==> src/rtl/mips_pkg.sv <==
// Shared definitions for the 5-stage MIPS core: opcodes, sequencing-FSM
// state encoding and performance-counter width.
package mips_pkg;

    localparam logic [5:0] OP_RTYPE = 6'h00;
    localparam logic [5:0] OP_J     = 6'h02;
    localparam logic [5:0] OP_JAL   = 6'h03;
    localparam logic [5:0] OP_BEQ   = 6'h04;
    localparam logic [5:0] OP_BNE   = 6'h05;
    localparam logic [5:0] OP_LUI   = 6'h0F;
    localparam logic [5:0] OP_SW    = 6'h2B;

    localparam int CNT_W = 16;

    typedef enum logic {
        ST_RUN  = 1'b0,
        ST_HOLD = 1'b1
    } hz_state_e;

    // Saturating increment: sticks at all-ones instead of wrapping.
    function automatic logic [CNT_W-1:0] sat_inc(input logic [CNT_W-1:0] v);
        return (&v) ? v : v + 1'b1;
    endfunction

endpackage

==> src/rtl/hazard_detect.sv <==
// Combinational hazard classifier: returns the number of stall cycles the
// instruction in ID needs given the EX and MEM destinations.
module hazard_detect
    import mips_pkg::*;
(
    input  logic       id_valid,
    input  logic [5:0] id_op,
    input  logic [4:0] id_rs,
    input  logic [4:0] id_rt,
    input  logic       ex_mem_read,
    input  logic       ex_reg_write,
    input  logic [4:0] ex_wr_reg,
    input  logic       mem_mem_read,
    input  logic [4:0] mem_wr_reg,
    output logic [1:0] stall_len
);

    logic uses_rs;
    logic uses_rt;
    logic is_branch;
    logic match_ex;
    logic match_mem;

    assign uses_rs   = !(id_op == OP_J || id_op == OP_JAL || id_op == OP_LUI);
    assign uses_rt   = (id_op == OP_RTYPE) || (id_op == OP_BEQ) ||
                       (id_op == OP_BNE)   || (id_op == OP_SW);
    assign is_branch = (id_op == OP_BEQ) || (id_op == OP_BNE);

    // $0 is hardwired to zero, so a write to it can never create a dependency.
    assign match_ex  = (ex_wr_reg != 5'd0) &&
                       ((uses_rs && id_rs == ex_wr_reg) || (uses_rt && id_rt == ex_wr_reg));
    assign match_mem = (mem_wr_reg != 5'd0) &&
                       ((uses_rs && id_rs == mem_wr_reg) || (uses_rt && id_rt == mem_wr_reg));

    // NOTE: every combinational output gets a default first so no path can infer a latch.
    always_comb begin
        stall_len = 2'd0;
        if (id_valid) begin
            if (is_branch && match_ex && ex_mem_read) begin
                stall_len = 2'd2;
            end else if (is_branch && ((match_ex && ex_reg_write) || (match_mem && mem_mem_read))) begin
                stall_len = 2'd1;
            end else if (!is_branch && match_ex && ex_mem_read) begin
                stall_len = 2'd1;
            end
        end
    end

endmodule

==> src/rtl/hazard_ctrl.sv <==
// Pipeline sequencing controller: RUN/HOLD stall FSM, branch/jump resolution
// in ID and saturating stall/flush performance counters.
module hazard_ctrl
    import mips_pkg::*;
(
    input  logic             clk,
    input  logic             rst,
    input  logic             id_valid,
    input  logic [5:0]       id_op,
    input  logic [4:0]       id_rs,
    input  logic [4:0]       id_rt,
    input  logic             branch_equal,
    input  logic             ex_mem_read,
    input  logic             ex_reg_write,
    input  logic [4:0]       ex_wr_reg,
    input  logic             mem_mem_read,
    input  logic [4:0]       mem_wr_reg,
    output logic             pc_write,
    output logic             ifid_write,
    output logic             ifid_flush,
    output logic             idex_bubble,
    output logic             branch_taken,
    output logic             jump_taken,
    output logic [CNT_W-1:0] stall_cycles,
    output logic [CNT_W-1:0] flush_count
);

    hz_state_e        state_q, state_d;
    logic [CNT_W-1:0] stall_cnt_q, stall_cnt_d;
    logic [CNT_W-1:0] flush_cnt_q, flush_cnt_d;
    logic [1:0]       stall_len;
    logic             stall;

    hazard_detect u_detect (
        .id_valid     (id_valid),
        .id_op        (id_op),
        .id_rs        (id_rs),
        .id_rt        (id_rt),
        .ex_mem_read  (ex_mem_read),
        .ex_reg_write (ex_reg_write),
        .ex_wr_reg    (ex_wr_reg),
        .mem_mem_read (mem_mem_read),
        .mem_wr_reg   (mem_wr_reg),
        .stall_len    (stall_len)
    );

    // Mealy outputs; reset is folded in so the pipeline is frozen while rst is low.
    always_comb begin
        state_d      = state_q;
        stall        = 1'b0;
        pc_write     = 1'b1;
        ifid_write   = 1'b1;
        ifid_flush   = 1'b0;
        idex_bubble  = 1'b0;
        branch_taken = 1'b0;
        jump_taken   = 1'b0;

        if (!rst) begin
            state_d     = ST_RUN;
            pc_write    = 1'b0;
            ifid_write  = 1'b0;
            idex_bubble = 1'b1;
        end else if (state_q == ST_HOLD) begin
            stall   = 1'b1;
            state_d = ST_RUN;
        end else if (stall_len != 2'd0) begin
            stall   = 1'b1;
            state_d = (stall_len == 2'd2) ? ST_HOLD : ST_RUN;
        end else if (id_valid) begin
            if ((id_op == OP_BEQ && branch_equal) || (id_op == OP_BNE && !branch_equal)) begin
                branch_taken = 1'b1;
                ifid_flush   = 1'b1;
            end else if (id_op == OP_J || id_op == OP_JAL) begin
                jump_taken = 1'b1;
                ifid_flush = 1'b1;
            end
        end

        if (stall) begin
            pc_write    = 1'b0;
            ifid_write  = 1'b0;
            idex_bubble = 1'b1;
        end
    end

    always_comb begin
        stall_cnt_d = stall      ? sat_inc(stall_cnt_q) : stall_cnt_q;
        flush_cnt_d = ifid_flush ? sat_inc(flush_cnt_q) : flush_cnt_q;
    end

    // NOTE: sequential state uses non-blocking assignments so all registers update together.
    always_ff @(posedge clk or negedge rst) begin
        if (!rst) begin
            state_q     <= ST_RUN;
            stall_cnt_q <= '0;
            flush_cnt_q <= '0;
        end else begin
            state_q     <= state_d;
            stall_cnt_q <= stall_cnt_d;
            flush_cnt_q <= flush_cnt_d;
        end
    end

    assign stall_cycles = stall_cnt_q;
    assign flush_count  = flush_cnt_q;

endmodule

==> config.mk <==
export PLATFORM = sky130hd
export DESIGN_NAME = hazard_ctrl
export DESIGN_NICKNAME = d
export VERILOG_FILES = /design/src/rtl/mips_pkg.sv /design/src/rtl/hazard_detect.sv /design/src/rtl/hazard_ctrl.sv
export SDC_FILE = /design/constraint.sdc
export NUM_CORES = 1
export LEC_CHECK = 0
export CORE_MARGIN = 8
export CORE_UTILIZATION = 41
export DETAILED_ROUTE_END_ITERATION = 12
export PLACE_DENSITY = 0.77
export SYNTH_ARGS = -nofsm -noshare
export SYNTH_HDL_FRONTEND = slang
export SYNTH_SLANG_ARGS = --single-unit
export TNS_END_PERCENT = 30
==> constraint.sdc <==
create_clock -name clk -period 2.4 [get_ports clk]
set_input_delay 0.48 -clock clk [delete_from_list [all_inputs] [get_ports clk]]
set_output_delay 0.48 -clock clk [all_outputs]
set_load 0.01 [all_outputs]
==> reports/qor.txt <==
FF+latch count, synth = 33
Register share of total power = 46.9%
Worst clock skew = 3.57 ps
Worst Setup SP = mem_wr_reg[0]
Initial Utilization = 42.8%
Post-synth EDFFs = 0
Max incr delay on CP = 530 ps
Cell variety after synth = 43
HP Start = stall_cycles[8]
Gpl congestion = 0.774
Maximum level of the CTS H-tree = 2
Buffers on Ports = 70
Mapped cell area = 2050 µm²
Final Util = 71.1%
WP data required = 1920 ps
Leak = 1.56 nW
Reg2reg setup slack = 80 ps
First-pass GRT wire length = 9.19 mm
Die height = 86.7 µm
Met2 Wirelength = 2.84 mm
Largest cells by area after synthesis = dfrtp_1 (40%), xor2_1 (12%), xnor2_1 (9.4%)
Clock network fraction of total power = 32.7%
Vias/cell = 5.06
Register area share after synthesis = 40.3%
Finished Cell Area = 3400 µm²
Failing checks = setup timing
Critical Path End Type = output pin
# IOs = 71
Status = complete, but fails checks
Unrepaired setup endpoints after global routing = true
Share of cells above drive strength 1 = 33.1%
CP max FO = 3
DR DRC count = 0
Critical-path cell list = buf_6 > or4_4 > o21ai_4 > nor4_2 > a21oi_2 > a21oi_2 > or3b_4 > inv_2 > buf_6
Syn Nets = 240
Worst slew pin tran = 431 ps
Synth area leader = dfrtp_1
Crit-path leading delay family = simple AND/OR/NAND/NOR gates
Top cell type's share of synthesized area = 40.3%
Pin count of the biggest net entering global routing = 36
Class of the worst hold path = flip-flop to flip-flop
Commonest non-fill, non-tap cell in the layout = clkdlybuf4s50_1
Hpwl dp = 4.33 mm
Inserted Clock Buffers = 5
Placed Instances = 373
Fmax = 381 MHz
Mapped Cells = 205
Dpl ws = -1000 ps
CTS Sinks = 33
CTS Root Cell = clkbuf_8
Tcrit/Tclk final = 109%
Final cell count without fillers = 384
Grt ovf = 0
Rel. slew slack = 71.3%
Tmin final = 2620 ps
Most frequent cells in the layout = clkdlybuf4s50_1 (40), buf_4 (34), dfrtp_1 (33)
Worst VDD drop = 0.000209 V
Yosys warning total = 0
Max cap viols = 0
Layout area overhead = 66.2%
Tot GR Track Use = 15.3%
Core area = 4790 µm²
Switching Fraction = 25.1%
Critical-path top delay cell = or4_4
Switch Pwr = 0.318 mW
DP Area = 3090 µm²
CTS tree = built
CTS max path bufs = 2
Chip Width = 86.7 µm
Fraction of registers with async set or reset after synthesis = 100%
Hold Violations, Final = 0
Logic gate share of total power = 20.4%
Primary FF master, synth = dfrtp_1
Final setup fails = 14
Worst-path clk slew = 60 ps
WP buf/inv = 3
Post-Syn Area per Cell = 9.99 µm²
Power per cell area = 372 nW/µm²
# diodes = 0
Max-slew violations = 0
Internal power = 0.950 mW
Die area = 7510 µm²
Met1 WL = 2.26 mm
Starting DRT DRC Count = 100
Final worst slack = -225 ps
Routed WL = 5.66 mm
DR pass1 iterations = 4
Arr. time, crit path = 2140 ps
Fin nets = 352
Crit path kind = primary input to output pin
Vias = 1942
Antenna-violating nets left = 0
Worst-Skew Late Latency = 280 ps
Total power = 1.27 mW
FILL cells = 374
Row count = 25
Met3 WL post-DR = 398 µm
Top Metal Used = met4
Vias in the first global route = 2018
Antenna violations before repair = 0
CP startpoint kind = primary input
WL/cell = 14.7 µm
FF-to-FF Start = stall_cycles[6]
-- repair_timing --
item,4_1_cts,5_1_grt
pin swaps,27,15
setup buffers,2,1
hold buffers,0,0
hold endpoints to repair,0,0
gates resized for setup,107,16
gates cloned,1,0
setup endpoints to repair,38,35
-- power groups by stage --
stage | registers, mW | logic (mW) | clock network (mW)
after global placement | 0.603 | 0.246 | 0
after detailed placement | 0.604 | 0.253 | 0
after floorplan | 0.610 | 0.0770 | 0
after CTS | 0.594 | 0.260 | 0.425
after global routing | 0.598 | 0.281 | 0.443
final | 0.594 | 0.259 | 0.414
-- metrics by stage --
step / setup TNS, ps / hold slack, ps
finish: -1540 / 482
global route: -4380 / 501
global placement: -20270 / 471
detailed placement: -22150 / 476
floorplan: -462 / 184
CTS: -2090 / 485
-- worst paths after layout --
check | endpoint | cells after the start
max | ifid_write | 9
min | stall_cycles[8] | 1
max reg2reg | stall_cycles[1] | 8
min reg2reg | stall_cycles[8] | 1
max in group asynchronous | stall_cycles[11] | 2
min in group asynchronous | stall_cycles[0] | 2
-- routing by layer --
metal,vias to the layer above,track usage [%]
met3,14,4.25
li1,938,-
met5,-,0
met2,68,25.7
met4,0,7.67
met1,922,17.3
-- layout make-up --
class                           count  area (µm²)  share of cell area [%]
Multi-Input combinational cell    160        1370                    40.2
Timing Repair Buffer              109        1010                    29.6
Sequential cell                    33         826                    24.3
Clock buffer                        7        86.3                    2.54
Tap cell                           67        83.8                    2.46
Inverter                            8        30.0                   0.882
-- registers in the layout, summed over array words and instances (netlist names) --
| register | count |
|---|---|
| state_q | 1 |
| stall_cycles | 16 |
| flush_count | 16 |
-- worst register-to-register path, stage by stage (launching register included) --
cell and delay [ps]:
dfrtp_1 420, and3_1 230, nand3_1 190, inv_1 100, nand3_1 250, o31a_1 360, o31ai_4 100, clkbuf_16 220
mux2_2 330
-- synth_stat cells, drive strengths merged, types with 2 or more instances --
cell   instances
or4            2
ha             2
xor2          28
or3b           2
nor4          13
nand2         15
dfrtp         33
xnor2         22
buf            4
nor2          10
nor3          12
inv            8
o21ai          3
a21oi          2
and3           5
mux2           3
nor2b          5
nand3         21
-- cell families (layout without fill, tap and decap cells) --
logic type,Yosys count,after routing,synth area share (%)
simple gates,92,92,26.8
compound gates,13,13,5.50
xor+xnor,50,50,21.4
flops,33,33,40.3
mux,3,3,1.65
buf+inv,12,124,3.18
fa+ha+maj,2,2,1.22
No activity file was read; power rests on OpenSTA's default activity.
